===== config.mk =====
export PLATFORM = sky130hd
export DESIGN_NAME = pipe_hazard_ctrl
export DESIGN_NICKNAME = d
export VERILOG_FILES = /design/src/rtl/pipe_hazard_ctrl.sv
export SDC_FILE = /design/constraint.sdc
export NUM_CORES = 1
export LEC_CHECK = 0
export BUFFER_PORTS_ARGS = -buffer_cell sky130_fd_sc_hd__buf_2
export CORE_ASPECT_RATIO = 0.7
export CORE_UTILIZATION = 53
export DETAILED_ROUTE_END_ITERATION = 8
export MAX_ROUTING_LAYER = met4
export PLACE_DENSITY = 0.94
export SLEW_MARGIN = 30
export SYNTH_ARGS = -nofsm -noshare
export SYNTH_HDL_FRONTEND = slang
export SYNTH_SLANG_ARGS = --single-unit

===== constraint.sdc =====
create_clock -name clock -period 3.33 [get_ports clock]
set_input_delay 0.1665 -clock clock [delete_from_list [all_inputs] [get_ports clock]]
set_output_delay 0.1665 -clock clock [all_outputs]
set_load 0.01 [all_outputs]

===== src/rtl/pipe_hazard_ctrl.sv =====
// Hazard sequencer for the F/D, D/X, X/M, M/W latches and the PC: load-use
// bubbles, taken-branch squashes and the multicycle mult/div freeze.
module pipe_hazard_ctrl #(
  parameter int MD_TIMEOUT = 48,
  parameter int CNT_W      = 16
) (
  input  logic             clock,
  input  logic             reset,
  input  logic [4:0]       fdRs,
  input  logic [4:0]       fdRt,
  input  logic             fdUsesRs,
  input  logic             fdUsesRt,
  input  logic [4:0]       dxRd,
  input  logic             dxLw,
  input  logic             dxMultDiv,
  input  logic             branchTaken,
  input  logic             mdReady,
  output logic             pcEnable,
  output logic             fdEnable,
  output logic             dxEnable,
  output logic             xmEnable,
  output logic             mwEnable,
  output logic             fdFlush,
  output logic             dxFlush,
  output logic             xmFlush,
  output logic             mdStart,
  output logic             mdSelect,
  output logic             mdTimeout,
  output logic [CNT_W-1:0] stallCount,
  output logic [1:0]       dbgState
);

  localparam int TW = $clog2(MD_TIMEOUT + 1);
  localparam logic [TW-1:0] LAST_WAIT = TW'(MD_TIMEOUT - 1);

  typedef enum logic [1:0] {
    RUN      = 2'd0,
    MD_START = 2'd1,
    MD_WAIT  = 2'd2,
    MD_DONE  = 2'd3
  } stateT;

  stateT         state, nextState;
  logic [TW-1:0] waitCount;
  logic          loadUse;
  logic          waitExpired;

  assign dbgState = state;

  assign loadUse = dxLw && (dxRd != 5'd0) &&
                   ((fdUsesRs && (fdRs == dxRd)) || (fdUsesRt && (fdRt == dxRd)));
  assign waitExpired = (waitCount == LAST_WAIT);

  // Handshake: mdStart is a one-cycle request issued on entry to MD_START;
  // mdReady is a level from the unit and is only honoured in MD_WAIT, so a
  // ready left over from the previous op can never complete the next one.
  always_comb begin
    pcEnable  = 1'b0;
    fdEnable  = 1'b0;
    dxEnable  = 1'b0;
    xmEnable  = 1'b0;
    mwEnable  = 1'b0;
    fdFlush   = 1'b0;
    dxFlush   = 1'b0;
    xmFlush   = 1'b0;
    mdSelect  = 1'b0;
    nextState = state;
    if (reset) begin
      case (state)
        RUN: begin
          pcEnable = 1'b1;
          fdEnable = 1'b1;
          dxEnable = 1'b1;
          xmEnable = 1'b1;
          mwEnable = 1'b1;
          if (branchTaken) begin
            fdFlush = 1'b1;
            dxFlush = 1'b1;
          end else if (dxMultDiv) begin
            pcEnable  = 1'b0;
            fdEnable  = 1'b0;
            dxEnable  = 1'b0;
            xmFlush   = 1'b1;
            nextState = MD_START;
          end else if (loadUse) begin
            pcEnable = 1'b0;
            fdEnable = 1'b0;
            dxFlush  = 1'b1;
          end
        end
        MD_START, MD_WAIT: begin
          // Front end held; X/M fills with NOPs while M/W drains.
          xmEnable = 1'b1;
          mwEnable = 1'b1;
          xmFlush  = 1'b1;
          if (state == MD_START) begin
            nextState = MD_WAIT;
          end else if (mdReady || waitExpired) begin
            nextState = MD_DONE;
          end
        end
        MD_DONE: begin
          pcEnable  = 1'b1;
          fdEnable  = 1'b1;
          dxEnable  = 1'b1;
          xmEnable  = 1'b1;
          mwEnable  = 1'b1;
          mdSelect  = 1'b1;
          nextState = RUN;
        end
        default: nextState = RUN;
      endcase
    end
  end

  always_ff @(posedge clock or negedge reset) begin
    if (!reset) begin
      state      <= RUN;
      waitCount  <= '0;
      mdStart    <= 1'b0;
      mdTimeout  <= 1'b0;
      stallCount <= '0;
    end else begin
      state   <= nextState;
      mdStart <= (state == RUN) && (nextState == MD_START);
      if (state == MD_START) begin
        waitCount <= '0;
      end else if (state == MD_WAIT) begin
        waitCount <= waitCount + TW'(1);
      end
      if ((state == MD_WAIT) && !mdReady && waitExpired) begin
        mdTimeout <= 1'b1;
      end
      if (!pcEnable && (stallCount != {CNT_W{1'b1}})) begin
        stallCount <= stallCount + CNT_W'(1);
      end
    end
  end

endmodule

==> results.sh <==
export IMPL_hold_path_startpoint="mdReady"
export IMPL_finalHoldViolations=0
export IMPL_met2_usage_pct=41.4
export IMPL_start_kind="flop"
export IMPL_grt_use_total_pct=23.7
export IMPL_drc=0
export IMPL_rr_endpoint="stallCount[1]"
export IMPL_place_hpwl_um=2440
export IMPL_vias=1259
export IMPL_switching_power_uw=526
export IMPL_avgSynthCellArea_sq_um=10.3
export IMPL_antenna_found_initial=0
export IMPL_grtUsageMet1_pct=29.2
export IMPL_finalMaxSlewViolations=0
export IMPL_grt_max_degree=37
export IMPL_reg2reg_depth=6
export IMPL_routabilityCongestion=0.844
export IMPL_p_seq_share_pct=38.2
export IMPL_busiest_layer="met2"
export IMPL_dieWidth_um=66.1
export IMPL_clockBufferDepth=2
export IMPL_rsz0062_at_grt="false"
export IMPL_r2r_start="stallCount[0]"
export IMPL_wirelength_um=3140
export IMPL_fp_dieH_um=46.9
export IMPL_rows=15
export IMPL_post_cts_buffers=0
export IMPL_end_kind="flop"
export IMPL_stdcell_count=233
export IMPL_crit_fanout=16
export IMPL_ff2ff_setup_slack_ns=1.17
export IMPL_period_share_pct=65.0
export IMPL_period_minus_slack_ns=2.16
export IMPL_setup_viol=0
export IMPL_regArea_sq_um=651
export IMPL_yosysWarnings=0
export IMPL_core_area_sq_um=2590
export IMPL_hold_buffers=1
export IMPL_synthCells=148
export IMPL_ir_worst_vdd_uv=536
export IMPL_status="completed"
export IMPL_initial_core_util_pct=58.9
export IMPL_critPathMaxStageDelay_ns=0.43
export IMPL_dp_cells=228
export IMPL_clkPwrFrac_pct=15.8
export IMPL_grt_use_met3_pct=4.85
export IMPL_multiInputGateArea_sq_um=808
export IMPL_nNetsFinal=230
export IMPL_crit_slowest_cell="or4_4"
export IMPL_worstPathCellList="ha_1, nand4_1, nor4_1, or4_4, o21ai_4, mux2_2"
export IMPL_max_slew_margin_pct=70.0
export IMPL_drtIter0Drc=77
export IMPL_ant_nets=0
export IMPL_min_to="mdTimeout"
export IMPL_hp_class="in -> reg"
export IMPL_ys_ff_latch=26
export IMPL_root_buffer="clkbuf_8"
export IMPL_worst_path_buf_inv=0
export IMPL_first_pass_iters=4
export IMPL_clkSinkCount=26
export IMPL_worstPathRequired_ns=3.49
export IMPL_crit_family="simple AND/OR/NAND/NOR gates"
export IMPL_clk_latency_ns=0.27
export IMPL_overflow=0
export IMPL_cts_max_level=1
export IMPL_skew_ns=0.00370
export IMPL_io_pins=52
export IMPL_path_class="reg -> reg"
export IMPL_clk_pin_slew_ns=0.08
export IMPL_grt_pass1_wl_um=5260
export IMPL_dieArea_sq_um=3100
export IMPL_worst_slew_pin_transition_ns=0.449
export IMPL_synth_seq_area_share_pct=42.6
export IMPL_cts_tree="done"
export IMPL_arrival_ns=2.33
export IMPL_cts_buffers=3
export IMPL_whs_path_depth=3
export IMPL_synth_nets=178
export IMPL_p_leak_uw=0.000926
export IMPL_grt_pass1_vias=1178
export IMPL_hold_slack_ns=0.277
export IMPL_intPower_uw=762
export IMPL_post_cts_resized=0
export IMPL_maxCapViolCount=0
export IMPL_netlist_area_sq_um=1530
export IMPL_finalSetupTns_ns=0
export IMPL_cellPowerDensity_nw_per_um2=694
export IMPL_routedWlPerCell_um=13.5
export IMPL_vias_per_cell=5.40
export IMPL_fillers=202
export IMPL_syn_to_final_growth_pct=21.6
export IMPL_yosysUniqueCellTypes=37
export IMPL_io_buffers=51
export IMPL_p_sw_share_pct=40.8
export IMPL_drive_gt1_share_pct=32.7
export IMPL_clock_fmax_mhz=462
export IMPL_final_util_pct=71.6
export IMPL_insertedDiodeCount=0
export IMPL_p_comb_share_pct=46.0
## sequential cells by signal (all words and copies together), names as in the netlist
signal      cells
dbgState        2
waitCount       6
mdTimeout       1
stallCount     16
mdStart         1
## cells by family after synthesis
| kind of cell | count (synthesis) | share of synthesized area (%) |
|---|---|---|
| DFF | 26 | 42.6 |
| adders and majority gates | 7 | 5.74 |
| and+or+nand+nor | 51 | 19.4 |
| buffers and inverters | 13 | 4.43 |
| xor gates and xnor gates | 27 | 15.5 |
| AOI/OAI and AO/OA | 22 | 10.8 |
| muxes | 2 | 1.48 |
## metrics by stage
step	setup WS (ns)	instance area (sq um)	total power, uW
6_report	1.17	1860	1290
5_1_grt	1.02	1860	1380
4_1_cts	1.18	1860	1290
3_5_place_dp	1.20	1790	1090
3_3_place_gp	1.24	1790	1060
2_1_floorplan	1.34	1530	900
## layout make-up
type / instances / area share [%]
clock buffers: 4 / 2.97
repair buffers: 53 / 14.7
multi-input cells: 109 / 43.6
inverters: 7 / 1.42
well taps: 34 / 2.29
flip-flops and latches: 26 / 35.1
## power groups by stage
stage | Clock (uW) | Sequential [uW] | Combinational [uW]
floorplan | 0 | 517 | 383
global placement | 0 | 494 | 567
detailed placement | 0 | 499 | 587
CTS | 206 | 492 | 591
global route | 218 | 508 | 655
finish | 204 | 492 | 592
## worst max-delay path by stage
stage / slack [ns] / to / depth (start not counted) / from
floorplan: 1.34 / stallCount[8] / 10 / dbgState[0]
global placement: 1.24 / stallCount[1] / 4 / dbgState[0]
detailed placement: 1.20 / stallCount[1] / 6 / stallCount[0]
CTS: 1.18 / stallCount[1] / 6 / stallCount[0]
global route: 1.02 / pcEnable / 7 / dbgState[0]
finish: 1.17 / stallCount[1] / 6 / stallCount[0]
## layout by cell type, fill, tap and decap left out, drive strengths merged
cell         count
xor2            10
nor4             3
a32oi            2
nand4           11
a22o             2
a41o             1
and2             5
o2111a           1
clkbuf           4
ha               7
o21bai           1
and3             4
dlygate4sd3      1
nor2b            2
xnor2           17
mux2             2
nor2             6
nand3b           1
o21ai            7
o41a             1
nand2            9
buf             52
nand2b           1
inv              7
o22a             1
dfrtp           26
or4              2
nand3            5
nor3             1
nor3b            1
a21oi            6
## cell usage after synthesis, drive strengths merged
library cell	number	area, sq um
dfrtp	26	651
xnor2	17	149
nand4	11	81.3
xor2	10	87.6
nand2	9	33.8
ha	7	87.6
inv	7	26.3
o21ai	7	50.1
a21oi	6	30.0
nor2	6	22.5
and2	5	32.5
nand3	5	25.0
and3	4	25.0
buf	4	33.8
nor4	3	18.8
a22o	2	17.5
a32oi	2	17.5
clkbuf	2	7.51
mux2	2	22.5
nor2b	2	12.5
or4	2	18.8
a41o	1	10.0
nand2b	1	6.26
nand3b	1	7.51
nor3	1	5.00
nor3b	1	7.51
o2111a	1	11.3
o21bai	1	7.51
o22a	1	8.76
o41a	1	12.5
## worst register-to-register path: cells and delay by family, from the launching register on
family	cells	cell delay, ns
adder cells (fa/ha/maj)	1	0.27
flip-flops	1	0.42
AND/OR/NAND/NOR	3	0.59
multiplexers	1	0.39
AO/OA/AOI/OAI	1	0.39
## layer usage
layer / wire length [um] / share of wire (%)
met1: 1460 / 47
met5: 0 / 0
met3: 138 / 4.4
met2: 1530 / 49
met4: 6 / 0.19
(Power assumes the default switching activity.)
